<file path="config.mk">
export PLATFORM = sky130hd
export DESIGN_NAME = dac_scheduler
export DESIGN_NICKNAME = d
export VERILOG_FILES = /design/src/rtl/dac_scheduler.sv
export SDC_FILE = /design/constraint.sdc
export NUM_CORES = 1
export LEC_CHECK = 0
export BUFFER_PORTS_ARGS = -buffer_cell sky130_fd_sc_hd__buf_2
export CAP_MARGIN = 20
export CORE_MARGIN = 2
export CORE_UTILIZATION = 40
export CTS_CLUSTER_DIAMETER = 60
export DETAILED_ROUTE_END_ITERATION = 7
export MAX_ROUTING_LAYER = met4
export PLACE_DENSITY = 0.74
export SYNTH_ARGS = -nofsm -noshare
export SYNTH_HDL_FRONTEND = slang
export SYNTH_SLANG_ARGS = --single-unit
</file>
<file path="constraint.sdc">
create_clock -name clock_in -period 1.75 [get_ports clock_in]
set_clock_uncertainty 0.05 [all_clocks]
set_input_delay 0.35 -clock clock_in [delete_from_list [all_inputs] [get_ports clock_in]]
set_output_delay 0.35 -clock clock_in [all_outputs]
set_load 0.01 [all_outputs]
</file>
<file path="src/rtl/dac_scheduler.sv">
// dac_scheduler: round-robin arbiter that shares one DacSPI transmitter
// between the four MAX5134 channels. Holds the latest sample per channel,
// issues one 24-bit write frame at a time and enforces a minimum spacing
// between frame starts. A DacSPI that never raises busy is flagged as a
// sticky fault and the frame is dropped.
module dac_scheduler #(
    parameter int          SEND_INTERVAL = 3624,
    parameter int          BUSY_TIMEOUT  = 15,
    parameter logic [3:0]  CMD_WRITE     = 4'b0011
) (
    input  logic        clock_in,
    input  logic        rstn,
    input  logic [3:0]  ch_req,
    input  logic [63:0] ch_data,
    output logic [3:0]  ch_ack,
    output logic [23:0] dac_data,
    output logic        dac_send,
    input  logic        dac_busy,
    output logic [1:0]  grant_ch,
    output logic        sched_busy,
    output logic        dac_fault
);

    localparam int CNT_W = $clog2(SEND_INTERVAL + 1);
    localparam int TMO_W = $clog2(BUSY_TIMEOUT + 1);
    localparam logic [CNT_W-1:0] INTERVAL_MAX = CNT_W'(SEND_INTERVAL);
    localparam logic [TMO_W-1:0] TMO_LAST     = TMO_W'(BUSY_TIMEOUT - 1);

    typedef enum logic [1:0] {
        IDLE      = 2'd0,
        WAIT_BUSY = 2'd1,
        WAIT_DONE = 2'd2
    } state_t;

    state_t             state;
    state_t             state_next;
    logic [15:0]        sample [4];
    logic [3:0]         pending;
    logic [CNT_W-1:0]   interval_cnt;
    logic [TMO_W-1:0]   tmo_cnt;
    logic               interval_ok;
    logic               grant_found;
    logic [1:0]         grant_idx;
    logic [1:0]         cand;
    logic               launch;
    logic               tmo_hit;

    assign interval_ok = (interval_cnt == INTERVAL_MAX);
    assign sched_busy  = (state != IDLE);

    // Round-robin pick: first pending channel after the last granted one
    always_comb begin
        grant_found = 1'b0;
        grant_idx   = grant_ch;
        cand        = grant_ch;
        for (int k = 1; k <= 4; k++) begin
            cand = grant_ch + k[1:0];
            if (!grant_found && pending[cand]) begin
                grant_found = 1'b1;
                grant_idx   = cand;
            end
        end
    end

    // Next-state logic; launch marks the cycle a frame is committed
    always_comb begin
        state_next = state;
        launch     = 1'b0;
        tmo_hit    = 1'b0;
        case (state)
            IDLE: begin
                if (grant_found && interval_ok) begin
                    launch     = 1'b1;
                    state_next = WAIT_BUSY;
                end
            end
            WAIT_BUSY: begin
                if (dac_busy) begin
                    state_next = WAIT_DONE;
                end else if (tmo_cnt == TMO_LAST) begin
                    tmo_hit    = 1'b1;
                    state_next = IDLE;
                end
            end
            WAIT_DONE: begin
                if (!dac_busy) begin
                    state_next = IDLE;
                end
            end
            default: state_next = IDLE;
        endcase
    end

    // State register
    always_ff @(posedge clock_in or negedge rstn) begin
        if (!rstn) begin
            state <= IDLE;
        end else begin
            state <= state_next;
        end
    end

    // Sample storage: latest request wins; no reset needed since pending gates use
    always_ff @(posedge clock_in) begin
        for (int i = 0; i < 4; i++) begin
            if (ch_req[i]) begin
                sample[i] <= ch_data[16*i +: 16];
            end
        end
    end

    // Pending flags and acks; a request on the granted channel keeps it pending
    always_ff @(posedge clock_in or negedge rstn) begin
        if (!rstn) begin
            pending <= 4'b0000;
            ch_ack  <= 4'b0000;
        end else begin
            ch_ack <= ch_req;
            for (int i = 0; i < 4; i++) begin
                if (ch_req[i]) begin
                    pending[i] <= 1'b1;
                end else if (launch && (grant_idx == 2'(i))) begin
                    pending[i] <= 1'b0;
                end
            end
        end
    end

    // Frame output register: data and channel hold between grants
    always_ff @(posedge clock_in or negedge rstn) begin
        if (!rstn) begin
            dac_send <= 1'b0;
            dac_data <= 24'h000000;
            grant_ch <= 2'd3;
        end else begin
            dac_send <= launch;
            if (launch) begin
                dac_data <= {CMD_WRITE, 4'b0001 << grant_idx, sample[grant_idx]};
                grant_ch <= grant_idx;
            end
        end
    end

    // Frame-start spacing counter, saturating so the first frame needs no wait
    always_ff @(posedge clock_in or negedge rstn) begin
        if (!rstn) begin
            interval_cnt <= INTERVAL_MAX;
        end else if (launch) begin
            interval_cnt <= '0;
        end else if (!interval_ok) begin
            interval_cnt <= interval_cnt + 1'b1;
        end
    end

    // Busy-rise watchdog and sticky fault flag
    always_ff @(posedge clock_in or negedge rstn) begin
        if (!rstn) begin
            tmo_cnt   <= '0;
            dac_fault <= 1'b0;
        end else begin
            if (launch) begin
                tmo_cnt <= '0;
            end else if (state == WAIT_BUSY) begin
                tmo_cnt <= tmo_cnt + 1'b1;
            end
            if (tmo_hit) begin
                dac_fault <= 1'b1;
            end
        end
    end

endmodule

</file>
# ---- Yosys cells after proc, flatten, opt, wreduce, memory -nomap -nowiden
# Memory sizes are Yosys's and may differ from the RTL's. A register that Yosys moved wholly into a read port is not among the register bits.
# Index checks and enable logic that the tools add are counted.
dict set report totals {
  ff_bits 51
  latch_bits 0
  ram_bits 64
  mem_bits_ro 0
  input_bits 71
  out_inout_bits 33
  wordCells 101
  mem_count 1
}
dict set report classes {
  n_addsub 5
  mul 0
  div 0
  magnitude_cmp 4
  n_eq_ne 11
  n_shift 1
  n_mux 46
  n_bitwise 0
  reduce_logical 21
}
# memory words width read_ports rd_clocked_by_memory_dff write_ports line_no
set memory_table {}
lappend memory_table {sample 4 16 1 1 4 37} ;# logic [15:0] sample [4];
# operator n
set op_table {}
lappend op_table {{2-to-1 mux 1 bit} 29}
lappend op_table {{2-to-1 mux 12 bit} 2}
lappend op_table {{2-to-1 mux 2 bit} 8}
lappend op_table {{adder 12 x 1 -> 12 bit, second input constant} 1}
lappend op_table {{== test 12 bit, second input constant} 1}
lappend op_table {{less-than comparator 2 x 3 -> 1 bit, second input constant} 4}
lappend op_table {{nonzero test 2 bit} 6}
lappend op_table {{binary-select mux 1 bit (select 2 bit)} 4}
lappend op_table {{logical AND 1 bit} 8}
lappend op_table {{2-to-1 mux 4 bit} 2}
lappend op_table {{== test 2 bit, second input constant} 3}
lappend op_table {{case mux 2 bit (3 select lines)} 1}
lappend op_table {{adder 2 bit, second input constant} 2}
lappend op_table {{adder 4 x 1 -> 4 bit, second input constant} 1}
lappend op_table {{== test 2 x 1 -> 1 bit, second input constant} 2}
lappend op_table {{== test 4 bit, second input constant} 1}
lappend op_table {{zero test 1 bit} 4}
lappend op_table {{zero test 2 bit} 2}
lappend op_table {{!= test 2 bit, second input constant} 2}
lappend op_table {{left shift 1 x 2 -> 4 bit, first input constant} 1}
lappend op_table {{!= test 3 bit, second input constant} 1}
lappend op_table {{AND reduction 3 bit} 1}
lappend op_table {{adder 2 x 1 -> 2 bit, second input constant} 1}
lappend op_table {{!= test 2 x 1 -> 1 bit, second input constant} 1}

# ---- Depth between registers and ports, before layout
dict set report depth {
  word_depth 19
  depth_mapped 9
  mapped_depth_nobuf 8
}

# ---- Least setup slack after synthesis
# No wires, ideal clock.
dict set report synth_path {
  path_type {reg-to-reg}
  start {register grant_ch[1]}
  end {register dac_data[15], read port of sample}
  arrival_ns 1.790
  required_time_ns 1.577
  slack_ns -0.212
  stages_incl_launch_ff 6
  path_buffers 1
  period_less_slack_ns 1.962
  cell_sequence {dfstp_2 -> buf_6 -> mux2i_2 -> a221oi_4 -> mux2_2 -> o221a_2}
}
dict set report synth_via {
  elab_chain_len 16
}
# item line_no
set synth_rtl {}
lappend synth_rtl {{start: declaration} 19} ;# output logic [1:0] grant_ch,
lappend synth_rtl {{start signal: assignment} 139} ;# grant_ch <= grant_idx;
lappend synth_rtl {{adder 2 x 1 -> 2 bit} 57} ;# cand = grant_ch + k[1:0];
lappend synth_rtl {{binary-select mux 1 bit (select 2 bit)} 58} ;# if (!grant_found && pending[cand]) begin
lappend synth_rtl {{2-to-1 mux 1 bit (implied by the code)} 58}
lappend synth_rtl {{2-to-1 mux 1 bit} 58}
lappend synth_rtl {{zero test 1 bit} 58}
lappend synth_rtl {{logical AND 1 bit} 58}
lappend synth_rtl {{2-to-1 mux 1 bit} 58}
lappend synth_rtl {{zero test 1 bit} 58}
lappend synth_rtl {{logical AND 1 bit} 58}
lappend synth_rtl {{2-to-1 mux 1 bit} 58}
lappend synth_rtl {{zero test 1 bit} 58}
lappend synth_rtl {{logical AND 1 bit} 58}
lappend synth_rtl {{2-to-1 mux 1 bit} 58}
lappend synth_rtl {{logical AND 1 bit} 72} ;# if (grant_found && interval_ok) begin
lappend synth_rtl {{2-to-1 mux 1 bit} 72}
lappend synth_rtl {{2-to-1 mux 1 bit} 70} ;# case (state)
lappend synth_rtl {{end: declaration} 16} ;# output logic [23:0] dac_data,
# Parallel ways exist; a longest one is shown, timed or not. The select of a mux whose other input is x is not followed.
# A chain may end at the register's enable or synchronous reset.

# ---- Final worst setup path
dict set report layout_path {
  start {register grant_ch[1]}
  end {register dac_data[10], read port of sample}
}
# Same word-level chain as after synthesis.

==> metrics.md <==
| Metric | Value |
|---|---|
| HP Class | `input pin to register` |
| Crit end category | `register` |
| Number of CTS-inserted buffers | `17` |
| CTS H-tree depth | `4` |
| CTS tree | `yes` |
| CP Data Required Time | `1.99 ns` |
| Initial Util | `40.9%` |
| Routability congestion estimate | `0.771` |
| Reg power frac | `45.7%` |
| Area growth, synth to finish | `39.7%` |
| Floorplan row count | `39` |
| Sw frac | `20.4%` |
| Syn_area_per_cell | `14.9 um2` |
| Area after DPL | `0.00559 mm2` |
| Routed wire per std cell | `17.6 um` |
| Tcrit/Tclk final | `113%` |
| Hpwl dp | `6.87 mm` |
| Most used DFF post-synth | `edfxtp_1` |
| Antenna Nets Post-Route | `0` |
| Largest stage delay on the critical path | `0.63 ns` |
| Crit path max fanout | `16` |
| Gr usage total | `18.8%` |
| Initial DRC Count | `160` |
| #FFs+latches synth | `115` |
| Pin count of the biggest net entering global routing | `52` |
| Synthesized instance count | `312` |
| NetSw | `1.36 mW` |
| Buffers on Ports | `101` |
| Worst path slowest cell | `dfstp_2` |
| Final hold viol count | `0` |
| Most common cell in the netlist | `edfxtp_1` |
| RR Startpoint | `grant_ch[1]$_DFFE_PN1P_` |
| Setup TNS Final | `-4.05 ns` |
| Share of the synthesized area in the top cell type | `41.3%` |
| Peak VDD IR | `0.000767 V` |
| Combinational Power Share | `2.8%` |
| Critical Path AT | `2.21 ns` |
| Final Setup Violations | `25` |
| Synth cell types | `45` |
| Post-layout min period | `1.97 ns` |
| Critical path buffers and inverters | `1` |
| Reg clk slew, reported paths | `0.05 ns` |
| Final worst slack | `-0.219 ns` |
| Die footprint | `0.0125 mm2` |
| DR vias/cell | `5.11` |
| Status | `finished with violations` |
| Hold_sp | `ch_data[63]` |
| Worst-Skew Late Latency | `0.41 ns` |
| Via count | `3170` |
| Top delay family on crit path | `flip-flops` |
| Critical-path cell list | `and2b_2 -> o31ai_4 -> nand3_2 -> buf_12 -> a211oi_4 -> a211oi_2` |
| TritonCTS Sinks | `115` |
| Die W | `112 um` |
| Nets | `539` |
| Design area | `0.00651 mm2` |
| DP Worst Slack | `-0.264 ns` |
| Initial antenna violation count | `0` |
| Final Slew Violations | `0` |
| Remaining global-route overflow | `0` |
| PwrDens | `1030 mW/mm2` |
| Post-synth EDFFs | `64` |
| Area of the core | `0.0114 mm2` |
| Seq/Total Area, Yosys | `68.9%` |
| Vias in the first global route | `3400` |
| Synth top area cells | `edfxtp_1 41%, dfrtp_1 24%, a211oi_2 4.3%, dfstp_2 4.0%, mux2i_1 3.9%` |
| DRC viols | `0` |
| Fmax | `508 MHz` |
| Hold Slack | `0.0573 ns` |
| First-pass detailed-route iteration total | `4` |
| Total power | `6.67 mW` |
| Worst slew margin | `65.0%` |
| YS warnings | `0` |
| Clock tree root driver cell | `clkbuf_16` |
| Clk pwr share | `51.5%` |
| Area leader, netlist | `edfxtp_1` |
| Slew @ Worst Pin | `0.525 ns` |
| Post-synth design cell area | `0.00466 mm2` |
| Startpoint types | `register` |
| Crit Path Class | `register to register` |
| Failing checks | `setup timing` |
| First-pass GRT wire length | `17.4 mm` |
| List of most frequent post-synthesis cells | `64 x edfxtp_1, 44 x dfrtp_1, 23 x nor2_1` |
| Max Cap Violations | `0` |
| Unrepaired setup endpoints after global routing | `true` |
| I/O pin cnt | `104` |
| Height of the die | `112 um` |
| Post-synth ARST share | `44.3%` |
| R2R setup slack | `-0.22 ns` |
| Layout cells sized above 1 | `51.2%` |
| Antenna cells | `0` |
| Final WL | `10.9 mm` |
| Crit path launch | `grant_ch[1]$_DFFE_PN1P_` |
| CTS Buffer Depth | `2` |
| Int Power | `5.31 mW` |
| Leakage | `2.76 nW` |
[power groups by stage]
| stage | clock, mW | combinational (mW) | sequential (mW) |
|---|---|---|---|
| detailed placement | 0 | 0.183 | 3.09 |
| floorplan | 0 | 0.0277 | 3.09 |
| finish | 3.43 | 0.187 | 3.05 |
| global route | 3.59 | 0.209 | 3.06 |
| CTS | 3.46 | 0.188 | 3.05 |
| global placement | 0 | 0.178 | 3.09 |
[worst reg2reg max path, stage by stage, from the launching register on]
cell	delay [ns]
dfstp_2	0.63
and2b_2	0.27
o31ai_4	0.27
nand3_2	0.13
buf_12	0.19
a211oi_4	0.24
a211oi_2	0.07
[area by class of cell]
class,count,area (um2)
timing repair buffer,147,965
sequential,115,3210
fill,846,4860
tap,143,179
multi-input combinational,178,1540
clock buffer,18,429
clock inverter,14,164
inverter,5,21.3
[flip-flops by register name (all words and copies together) (netlist names)]
| signal | cells |
|---|---|
| pending | 4 |
| dac_send | 1 |
| dac_data | 21 |
| sample | 64 |
| grant_ch | 2 |
| ch_ack | 4 |
| tmo_cnt | 4 |
| interval_cnt | 12 |
| dac_fault | 1 |
| state | 2 |
[cells by family (layout without fill, tap and decap cells)]
logic type / after synthesis / count (layout) / synth area share (%)
AO/OA/AOI/OAI: 53 / 53 / 10.7
XOR/XNOR: 9 / 9 / 1.69
adder cells (fa/ha/maj): 4 / 4 / 1.08
buffers and inverters: 20 / 184 / 2.96
flip-flops: 115 / 115 / 68.9
multiplexers: 20 / 20 / 4.41
other: 1 / 2 / 0.0805
AND/OR/NAND/NOR: 90 / 90 / 10.2
[worst paths after layout]
path	end	cells after the start
max in group asynchronous	interval_cnt[11]$_DFFE_PN1P_	3
min	sample[3][15]$_DFFE_PP_	1
min in group asynchronous	dac_data[18]$_DFFE_PN0P_	3
max	dac_data[10]$_DFFE_PN0P_	6
max reg2reg	dac_data[10]$_DFFE_PN0P_	6
min reg2reg	dac_fault$_DFFE_PN0P_	1
[timing repair]
action,in CTS,in global routing
endpoints found under the hold margin,44,0
gates resized for setup,31,34
setup endpoints to repair,29,38
buffers inserted,3,3
hold buffers,1,0
pin swaps,8,5
[metal layers]
| layer | up-vias | wire length [um] | GRT usage, % |
|---|---|---|---|
| li1 | 1447 | - | - |
| met1 | 1581 | 4620 | 23.2 |
| met2 | 122 | 5470 | 29.6 |
| met3 | 20 | 655 | 5.39 |
| met4 | 0 | 187 | 6.83 |
| met5 | - | 0 | - |
[cell usage in the layout (no fill, tap or decap), types with 7 or more instances in the layout]
cell	Yosys	layout
nand2_1	16	11
nand3_1	12	9
mux2i_1	18	15
clkbuf_16	0	17
buf_4	5	28
a211oi_2	16	21
nor2_1	23	23
and2_1	15	13
dfrtp_1	44	41
edfxtp_1	64	64
buf_2	2	101
buf_6	4	11
dfstp_2	7	7
a21o_1	7	7
[metrics by stage]
step                      std cells  util (%)
after floorplan                 313         -
after global placement          581      49.2
after detailed placement        581      49.2
after CTS                       617      55.9
after global routing            620      57.2
final                           620      57.2
No activity file was read; power rests on OpenSTA's default activity.
